[src/rtl/lwe_pkg.sv]
// lwe_pkg: shared modulus constants, coefficient type, encryption FSM states and modular add
package lwe_pkg;
  localparam int COEFF_WIDTH = 12;
  localparam int Q = 3329;
  localparam int HALF_Q = Q / 2;
  typedef logic [COEFF_WIDTH-1:0] coeff_t;
  typedef enum logic [2:0] {IDLE, FETCH, DRAIN, FINAL, OUT} enc_state_t;
  function automatic logic [31:0] mod_add(input logic [31:0] x, input logic [31:0] y, input logic [31:0] q);
    return (x + y >= q) ? x + y - q : x + y;
  endfunction
endpackage

[src/rtl/lwe_mod_add.sv]
// lwe_mod_add: combinational (a+b) mod Q for operands already below Q
module lwe_mod_add #(
  parameter int WIDTH = 12,
  parameter int Q = 3329
) (
  input  logic [WIDTH-1:0] a,
  input  logic [WIDTH-1:0] b,
  output logic [WIDTH-1:0] s
);
  logic [WIDTH:0] t;
  assign t = {1'b0, a} + {1'b0, b};
  assign s = (t >= (WIDTH+1)'(Q)) ? WIDTH'(t - (WIDTH+1)'(Q)) : t[WIDTH-1:0];
endmodule

[src/rtl/lwe_encrypt_accumulator.sv]
// lwe_encrypt_accumulator: streams the key cache and sums a row subset mod Q into (u, v); LWE_ENC_INTERNAL_LFSR_EN picks rows with an internal LFSR
module lwe_encrypt_accumulator #(
  parameter int DATA_WIDTH = 12,
  parameter int NUM_COLS = 4,
  parameter int NUM_ROWS = 1024,
  parameter int SUM_WIDTH = 16,
  parameter int Q = 3329
`ifdef LWE_ENC_INTERNAL_LFSR_EN
  , parameter logic [15:0] LFSR_SEED = 16'hACE1
`endif
) (
  input  logic                           clk,
  input  logic                           rst,
  input  logic [2:0]                     kyber_k,
  input  logic                           start,
  input  logic                           msg_bit,
  input  logic                           sel_bit,
  output logic                           busy,
  output logic                           cache_rd_req,
  input  logic [NUM_COLS*DATA_WIDTH-1:0] cache_row,
  input  logic [SUM_WIDTH-1:0]           cache_sum,
  output logic [NUM_COLS*DATA_WIDTH-1:0] ct_u,
  output logic [SUM_WIDTH-1:0]           ct_v,
  output logic                           ct_valid,
  input  logic                           ct_ready
);
  import lwe_pkg::*;
  localparam int CW = $clog2(NUM_ROWS);
  localparam logic [SUM_WIDTH-1:0] HALF = SUM_WIDTH'(Q / 2);
  enc_state_t state, state_n;
  logic [CW-1:0] rd_cnt;
  logic dv, msg, k3, sel, last;
  logic [DATA_WIDTH-1:0] u [NUM_COLS];
  logic [DATA_WIDTH-1:0] u_sum [NUM_COLS];
  logic [SUM_WIDTH-1:0] v, v_add, v_sum;
  assign last = rd_cnt == CW'(NUM_ROWS - 1);
  assign cache_rd_req = state == FETCH;
  assign busy = state != IDLE;
  assign ct_v = v;
  always_ff @(posedge clk or posedge rst) begin
    if (rst) state <= IDLE;
    else state <= state_n;
  end
  always_comb begin
    state_n = state;
    state_n = (state == IDLE && start) ? FETCH :
              (state == FETCH && last) ? DRAIN :
              (state == DRAIN) ? FINAL :
              (state == FINAL) ? OUT :
              (state == OUT && ct_valid && ct_ready) ? IDLE : state;
  end
`ifdef LWE_ENC_INTERNAL_LFSR_EN
  logic [15:0] lfsr;
  always_ff @(posedge clk or posedge rst) begin
    if (rst) lfsr <= LFSR_SEED;
    else if (dv) lfsr <= {lfsr[0] ^ lfsr[2] ^ lfsr[3] ^ lfsr[5], lfsr[15:1]};
  end
  assign sel = lfsr[0];
`else
  assign sel = sel_bit;
`endif
  // The v adder doubles as the message encoder in FINAL.
  assign v_add = (state == FINAL) ? (msg ? HALF : '0) : cache_sum;
  lwe_mod_add #(.WIDTH(SUM_WIDTH), .Q(Q)) v_adder (.a(v), .b(v_add), .s(v_sum));
  for (genvar c = 0; c < NUM_COLS; c++) begin : g_col
    lwe_mod_add #(.WIDTH(DATA_WIDTH), .Q(Q)) u_adder (
      .a(u[c]), .b(cache_row[c*DATA_WIDTH +: DATA_WIDTH]), .s(u_sum[c]));
    assign ct_u[c*DATA_WIDTH +: DATA_WIDTH] = u[c];
  end
  always_ff @(posedge clk or posedge rst) begin
    if (rst) begin
      rd_cnt <= '0;
      dv <= 1'b0;
      msg <= 1'b0;
      k3 <= 1'b0;
      v <= '0;
      ct_valid <= 1'b0;
      for (int j = 0; j < NUM_COLS; j++) u[j] <= '0;
    end else begin
      dv <= cache_rd_req;
      if (state == IDLE && start) begin
        msg <= msg_bit;
        k3 <= kyber_k == 3'd3;
        rd_cnt <= '0;
        v <= '0;
        for (int j = 0; j < NUM_COLS; j++) u[j] <= '0;
      end
      if (state == FETCH && !last) rd_cnt <= rd_cnt + 1'b1;
      if (dv && sel) begin
        v <= v_sum;
        for (int j = 0; j < NUM_COLS; j++) if (j != 3 || !k3) u[j] <= u_sum[j];
      end
      if (state == FINAL) begin
        v <= v_sum;
        ct_valid <= 1'b1;
      end
      if (ct_valid && ct_ready) ct_valid <= 1'b0;
    end
  end
endmodule

[config.mk]
export PLATFORM = sky130hd
export DESIGN_NAME = lwe_encrypt_accumulator
export DESIGN_NICKNAME = d
export VERILOG_FILES = /design/src/rtl/lwe_pkg.sv /design/src/rtl/lwe_mod_add.sv /design/src/rtl/lwe_encrypt_accumulator.sv
export SDC_FILE = /design/constraint.sdc
export NUM_CORES = 1
export LEC_CHECK = 0
export ABC_CLOCK_PERIOD_IN_PS = 4150
export BUFFER_PORTS_ARGS = -buffer_cell sky130_fd_sc_hd__buf_2
export CELL_PAD_IN_SITES_DETAIL_PLACEMENT = 1
export CELL_PAD_IN_SITES_GLOBAL_PLACEMENT = 1
export CORE_UTILIZATION = 39
export CTS_CLUSTER_SIZE = 40
export DETAILED_ROUTE_END_ITERATION = 7
export GPL_ROUTABILITY_DRIVEN = 1
export PLACE_DENSITY = 0.78
export SLEW_MARGIN = 10
export SYNTH_ARGS = -nofsm -noshare
export SYNTH_HDL_FRONTEND = slang
export SYNTH_SLANG_ARGS = --single-unit
[constraint.sdc]
create_clock -name clk -period 4.15 [get_ports clk]
set_clock_uncertainty 0.15 [all_clocks]
set_input_delay 0.6225 -clock clk [delete_from_list [all_inputs] [get_ports clk]]
set_output_delay 0.6225 -clock clk [all_outputs]
set_load 0.01 [all_outputs]
Word level (Yosys, flattened, before mapping)
Index checks and enable logic that the tools add are counted.
Storage, ports and cells
  bits in registers: 81
  memory bits (writable): 0
  bits of input ports: 73
  bits in read-only memories: 0
  memories kept: 0
  latch bits: 0
Operators by class
  mux-type cells: 22
  bitwise logic cells: 0
  $add $sub $neg: 11
  div/mod/pow operators: 0
  equality and inequality tests: 6
  magnitude comparators: 5
  reductions and logical operators: 15
  shifts and indexed selects: 0
  $mul: 0
Operators with widths (number)
  $mux W48: 2
  $mux W16: 5
  $mux W12: 5
  $add A12 B12 Y13: 4
  $ge A13 B12 Y1 const B: 4
  $sub A12 B12 Y12 const B: 4
  $mux W10: 2
  $add A16 B16 Y17: 1
  $ge A17 B12 Y1 const B: 1
  $sub A16 B12 Y16 const B: 1
  $mux W3: 5
  $mux W11: 1
  $add A10 B1 Y10 const B: 1
  $eq A10 B10 Y1 const B: 1
  $eq A3 B2 Y1 const B: 3
  $logic_and A1 B1 Y1: 7
  $reduce_bool A2 Y1: 3
  $reduce_bool A3 Y1: 2
  $reduce_bool A5 Y1: 1
  $eq A3 B1 Y1 const B: 1
  $eq A3 B3 Y1 const B: 1
  $logic_not A3 Y1: 1
  $mux W1: 2
  $logic_not A1 Y1: 1

Logic depth before layout (Yosys ltp)
  word-level depth: 8
  mapped depth: 18
  gate-level depth less buffers: 14

Modules after synthesis
From an unflattened synthesis, not the netlist that was laid out.
Second synthesis, totals
  cell total of the unflattened synthesis: 1096
  area, all modules: 8888.5 µm²
By module, submodules not included
  lwe_encrypt_accumulator: times used 1, cells an instance 356, area an instance 3448.3 µm², sequential area each 2026.9 µm²
  lwe_mod_add (g_col[1].u_adder ...): times used 3, cells an instance 133, area an instance 996.0 µm², sequential area each 0.0 µm²
  lwe_mod_add (v_adder): times used 1, cells an instance 199, area an instance 1370.1 µm², sequential area each 0.0 µm²
  lwe_mod_add (g_col[0].u_adder): times used 1, cells an instance 142, area an instance 1082.3 µm², sequential area each 0.0 µm²

Worst setup path after synthesis
Ideal clock, no wire load.
  path kind: register to register
  start point: reg state[0]
  end point: reg v[6], in the netlist ct_v[6]
  path slack: -56 ps
  path buffers: 2
  clock period less this slack: 4206 ps
  stages on the path, launching flop included: 17
  arrival: 3987 ps
  path through: dfrtp_1 > nor2b_1 > nand2_1 > and2_1 > ha_1 > fa_1 > a211oi_1 > o21ai_1 > a41oi_2 > o31ai_2 > xnor2_1 > or4b_1 > buf_2 > or2_4 > buf_6 > a211o_1 > nand3_1
On the way
  cells in the longest elaborated chain, start to end: 7
Ends and longest elaborated chain
  from (decl): line lwe_encrypt_accumulator.sv:30  | enc_state_t state, state_n;
  from (signal assigned): line lwe_encrypt_accumulator.sv:42  | else state <= state_n;
  $eq A3 B2 Y1: line lwe_encrypt_accumulator.sv:63, lwe_encrypt_accumulator.sv:93
  $mux W16: line lwe_encrypt_accumulator.sv:63  | assign v_add = (state == FINAL) ? (msg ? HALF : '0) : cache_sum;
  $add A16 B16 Y17: line lwe_mod_add.sv:11  | assign t = {1'b0, a} + {1'b0, b};
  $sub A16 B12 Y16 or $ge A17 B12 Y1 (tied branches): line lwe_mod_add.sv:12  | assign s = (t >= (WIDTH+1)'(Q)) ? WIDTH'(t - (WIDTH+1)'(Q)) : t[WIDTH-1:0];
  $mux W16: line lwe_mod_add.sv:12
  $mux W16: line lwe_encrypt_accumulator.sv:89  | if (dv && sel) begin
  $mux W16: line lwe_encrypt_accumulator.sv:93  | if (state == FINAL) begin
  to (signal assigned): line lwe_encrypt_accumulator.sv:90  | v <= v_sum;
  to (signal assigned): line lwe_encrypt_accumulator.sv:94  | v <= v_sum;
  to (decl): line lwe_encrypt_accumulator.sv:35  | logic [SUM_WIDTH-1:0] v, v_add, v_sum;
Parallel ways exist; a longest one is shown, timed or not.
A chain may end at the register's enable or synchronous reset.

Worst setup path after layout
  start point: reg state[2]
  end point: reg v[7], in the netlist ct_v[7]
The elaborated chain is that of the path after synthesis.

==> qor.yml <==
critical_path:
  timing.rr.start: "state[2]"
  cp-start-kind: "register"
  worstSetupEndpoint: "ct_v[7]"
  cp.required_ns: 4.26
  cp-end-kind: "register"
  crit_path_max_fanout: 13
  rr_worst_depth: 14
  rrSetupSlack_ns: 0.20
  crit_type: "reg2reg"
  rr_endpoint: "ct_v[7]"
  critPathLaunch: "state[2]"
  crit_arrival_ns: 4.06
die:
  num_rows: 52
  die-height_microns: 148
  die_area_sq_um: 21800
  die_w_microns: 148
  pin_count: 140
  initial_utilization: 0.404
  core_sq_um: 20500
detailed_routing:
  wl_microns: 26100
  vias: 8611
  first_iter_violations: 374
  drt_pass1_iterations: 4
  wl_per_cell_microns: 17.7
  viasPerCell: 5.81
  antenna_left: 0
  drc: 0
global_routing:
  grt_pass1_vias: 8734
  grt_max_degree: 44
  track_usage: 0.243
  antenna_found_initial: 1
  grt_overflow: 0
  grt_pass1_wl_microns: 42900
timing:
  maxSlewHeadroom: 0.279
  worst_slew_pin_slew_ns: 1.08
  fin_crit_ns: 3.95
  fmax_mhz: 253
  hold_viol: 0
  finalMaxSlewViolations: 0
  worst_slack_ns: 0.200
  period_share: 0.952
  final-setup-viol-count: 0
power_and_ir_drop:
  p_per_area_nw_per_um2: 921
  leakagePower_nw: 4.70
  peakVddDrop_uv: 369
  power_w: 0.00919
final_layout:
  fin_nets: 1360
  drive_gt1_frac: 0.207
  syn2layout_area_growth_pct: 20.6
  final_area_sq_um: 9980
  final_util: 0.487
yosys:
  yosysMostFrequentCell: "nand2_1"
  yosys-top-cells-count: "nand2_1 (113), dfrtp_1 (81), nor2_1 (79)"
  synth_cell_type_count: 86
  synth_area_leader_cell: "dfrtp_1"
  netlist_instances: 1031
  synth_seq_area_share: 0.245
  synth_flop_cell: "dfrtp_1"
  synth_top_area_frac: 0.245
  avgSynthCellArea_sq_um: 8.03
  synth_nets: 1184
  synth-edff-count: 0
  yosysWarnings: 0
  synth_seq_cells: 81
  synthArstFlopShare: 1.00
  synth.area.top_cells: "dfrtp_1 (24%), ha_1 (11%), nand2_1 (5.1%)"
  netlist_area_sq_um: 8280
clock_tree:
  clk_latency_ns: 0.35
  cts_root_buf: "clkbuf_16"
  h-tree-depth: 3
  cts_max_path_buffers: 2
  numCtsBuffers: 9
  numClockSinks: 81
  path_clk_slew_ns: 0.06
  postCtsSetupBuffers: 0
  cts_tree: "built"
place:
  place_area_sq_um: 9640
  portBuffers: 139
  hpwl_microns: 20500
  dpl_worst_slack_ns: 0.0331
  routabilityCongestion: 0.877
job:
  drv_cap: 0
run_status:
  outcome: "finished, final reports clean"
worst_hold_path:
  min_path_type: "in2async"
state kept, by name, indices dropped and copies added (netlist names):
signal / cells
dv: 1
ct_v: 16
ct_u: 48
rd_cnt: 10
k3: 1
msg: 1
state: 3
ct_valid: 1
worst min-delay path by stage:
stage	cells after the start	end	slack, ns
6_report	2	ct_u[37]	0.12
5_1_grt	2	ct_u[37]	0.15
4_1_cts	2	ct_u[37]	0.14
3_5_place_dp	1	rd_cnt[3]	0.34
3_3_place_gp	2	ct_u[19]	0.34
2_1_floorplan	2	msg	0.30
placed cells by master (no fill, tap or decap), types with 7 or more instances in the layout:
cell type,netlist,layout
buf_2,5,139
nand2_1,113,112
dfrtp_1,81,81
nor2_1,79,77
o21ai_0,75,75
ha_1,75,75
buf_4,0,58
a21oi_1,52,52
nand3_1,52,52
inv_1,35,34
xnor2_1,33,33
a21o_1,29,29
and2_1,26,26
nor3_1,24,24
xor2_1,23,22
o21ai_1,15,15
o211ai_1,15,15
and3_1,14,14
a31oi_1,14,14
o21a_1,14,14
nand2b_1,13,13
or3_1,13,13
mux2i_1,13,13
a211oi_1,14,12
o21bai_1,12,12
nor2b_1,12,11
nand4_1,9,9
a211o_1,9,9
o31ai_1,9,9
clkbuf_16,0,9
or4_1,7,7
a32oi_1,7,7
worst max-delay path, stage by stage (launching register included):
cell	delay (ns)
dfrtp_1	0.40
nor2b_2	0.15
nand2_2	0.11
buf_4	0.17
and2_1	0.16
ha_1	0.39
a211oi_2	0.12
o21ai_1	0.29
nand4_1	0.14
a211o_1	0.31
xnor2_1	0.16
or4b_1	0.55
or2_4	0.35
a31o_1	0.24
a31oi_1	0.19
per-stage QoR:
step | hold WS, ns | std cells | TNS [ns]
3_5_place_dp | 0.339 | 1466 | 0
6_report | 0.123 | 1481 | 0
4_1_cts | 0.140 | 1480 | 0
2_1_floorplan | 0.296 | 1031 | 0
3_3_place_gp | 0.336 | 1466 | 0
5_1_grt | 0.154 | 1480 | -0.0232
power by group:
| part | leakage, nW | switching (W) | internal (W) |
|---|---|---|---|
| registers | 0.997 | 0.000354 | 0.00113 |
| clock network | 0.148 | 0.000336 | 0.000519 |
| logic | 3.55 | 0.00389 | 0.00296 |
layout make-up:
cell class	count	area [sq um]
Inverter	35	133
Fill cell	2580	10500
Antenna cell	1	2.50
Tap cell	270	338
Timing Repair Buffer	198	1150
Sequential cell	81	2030
Multi-Input combinational cell	882	6030
Clock inverter	4	70.1
Clock buffer	10	229
layer usage:
metal  GRT usage  wire length, microns  vias up
met5           0                     0        -
li1            -                     -     4198
met3      0.0349                  1070       13
met2       0.429                 12700      165
met1       0.312                 12100     4235
met4      0.0541                   235        0
cells by family (layout without fill, tap and decap cells):
group           count (synthesis)  after routing  synth area share
xor+xnor                       56             56            0.0593
fa+ha+maj                      80             80             0.125
mux                            15             15            0.0184
flops                          81             81             0.245
simple gates                  396            396             0.238
other cells                     0              1                 0
compound gates                335            335             0.282
buf+inv                        68            247            0.0325
timing repair:
| action | 4_1_cts | 5_1_grt |
|---|---|---|
| resized for setup | 0 | 10 |
| setup endpoints to repair | 0 | 13 |
| hold buffers | 0 | 0 |
(Power assumes the default switching activity.)
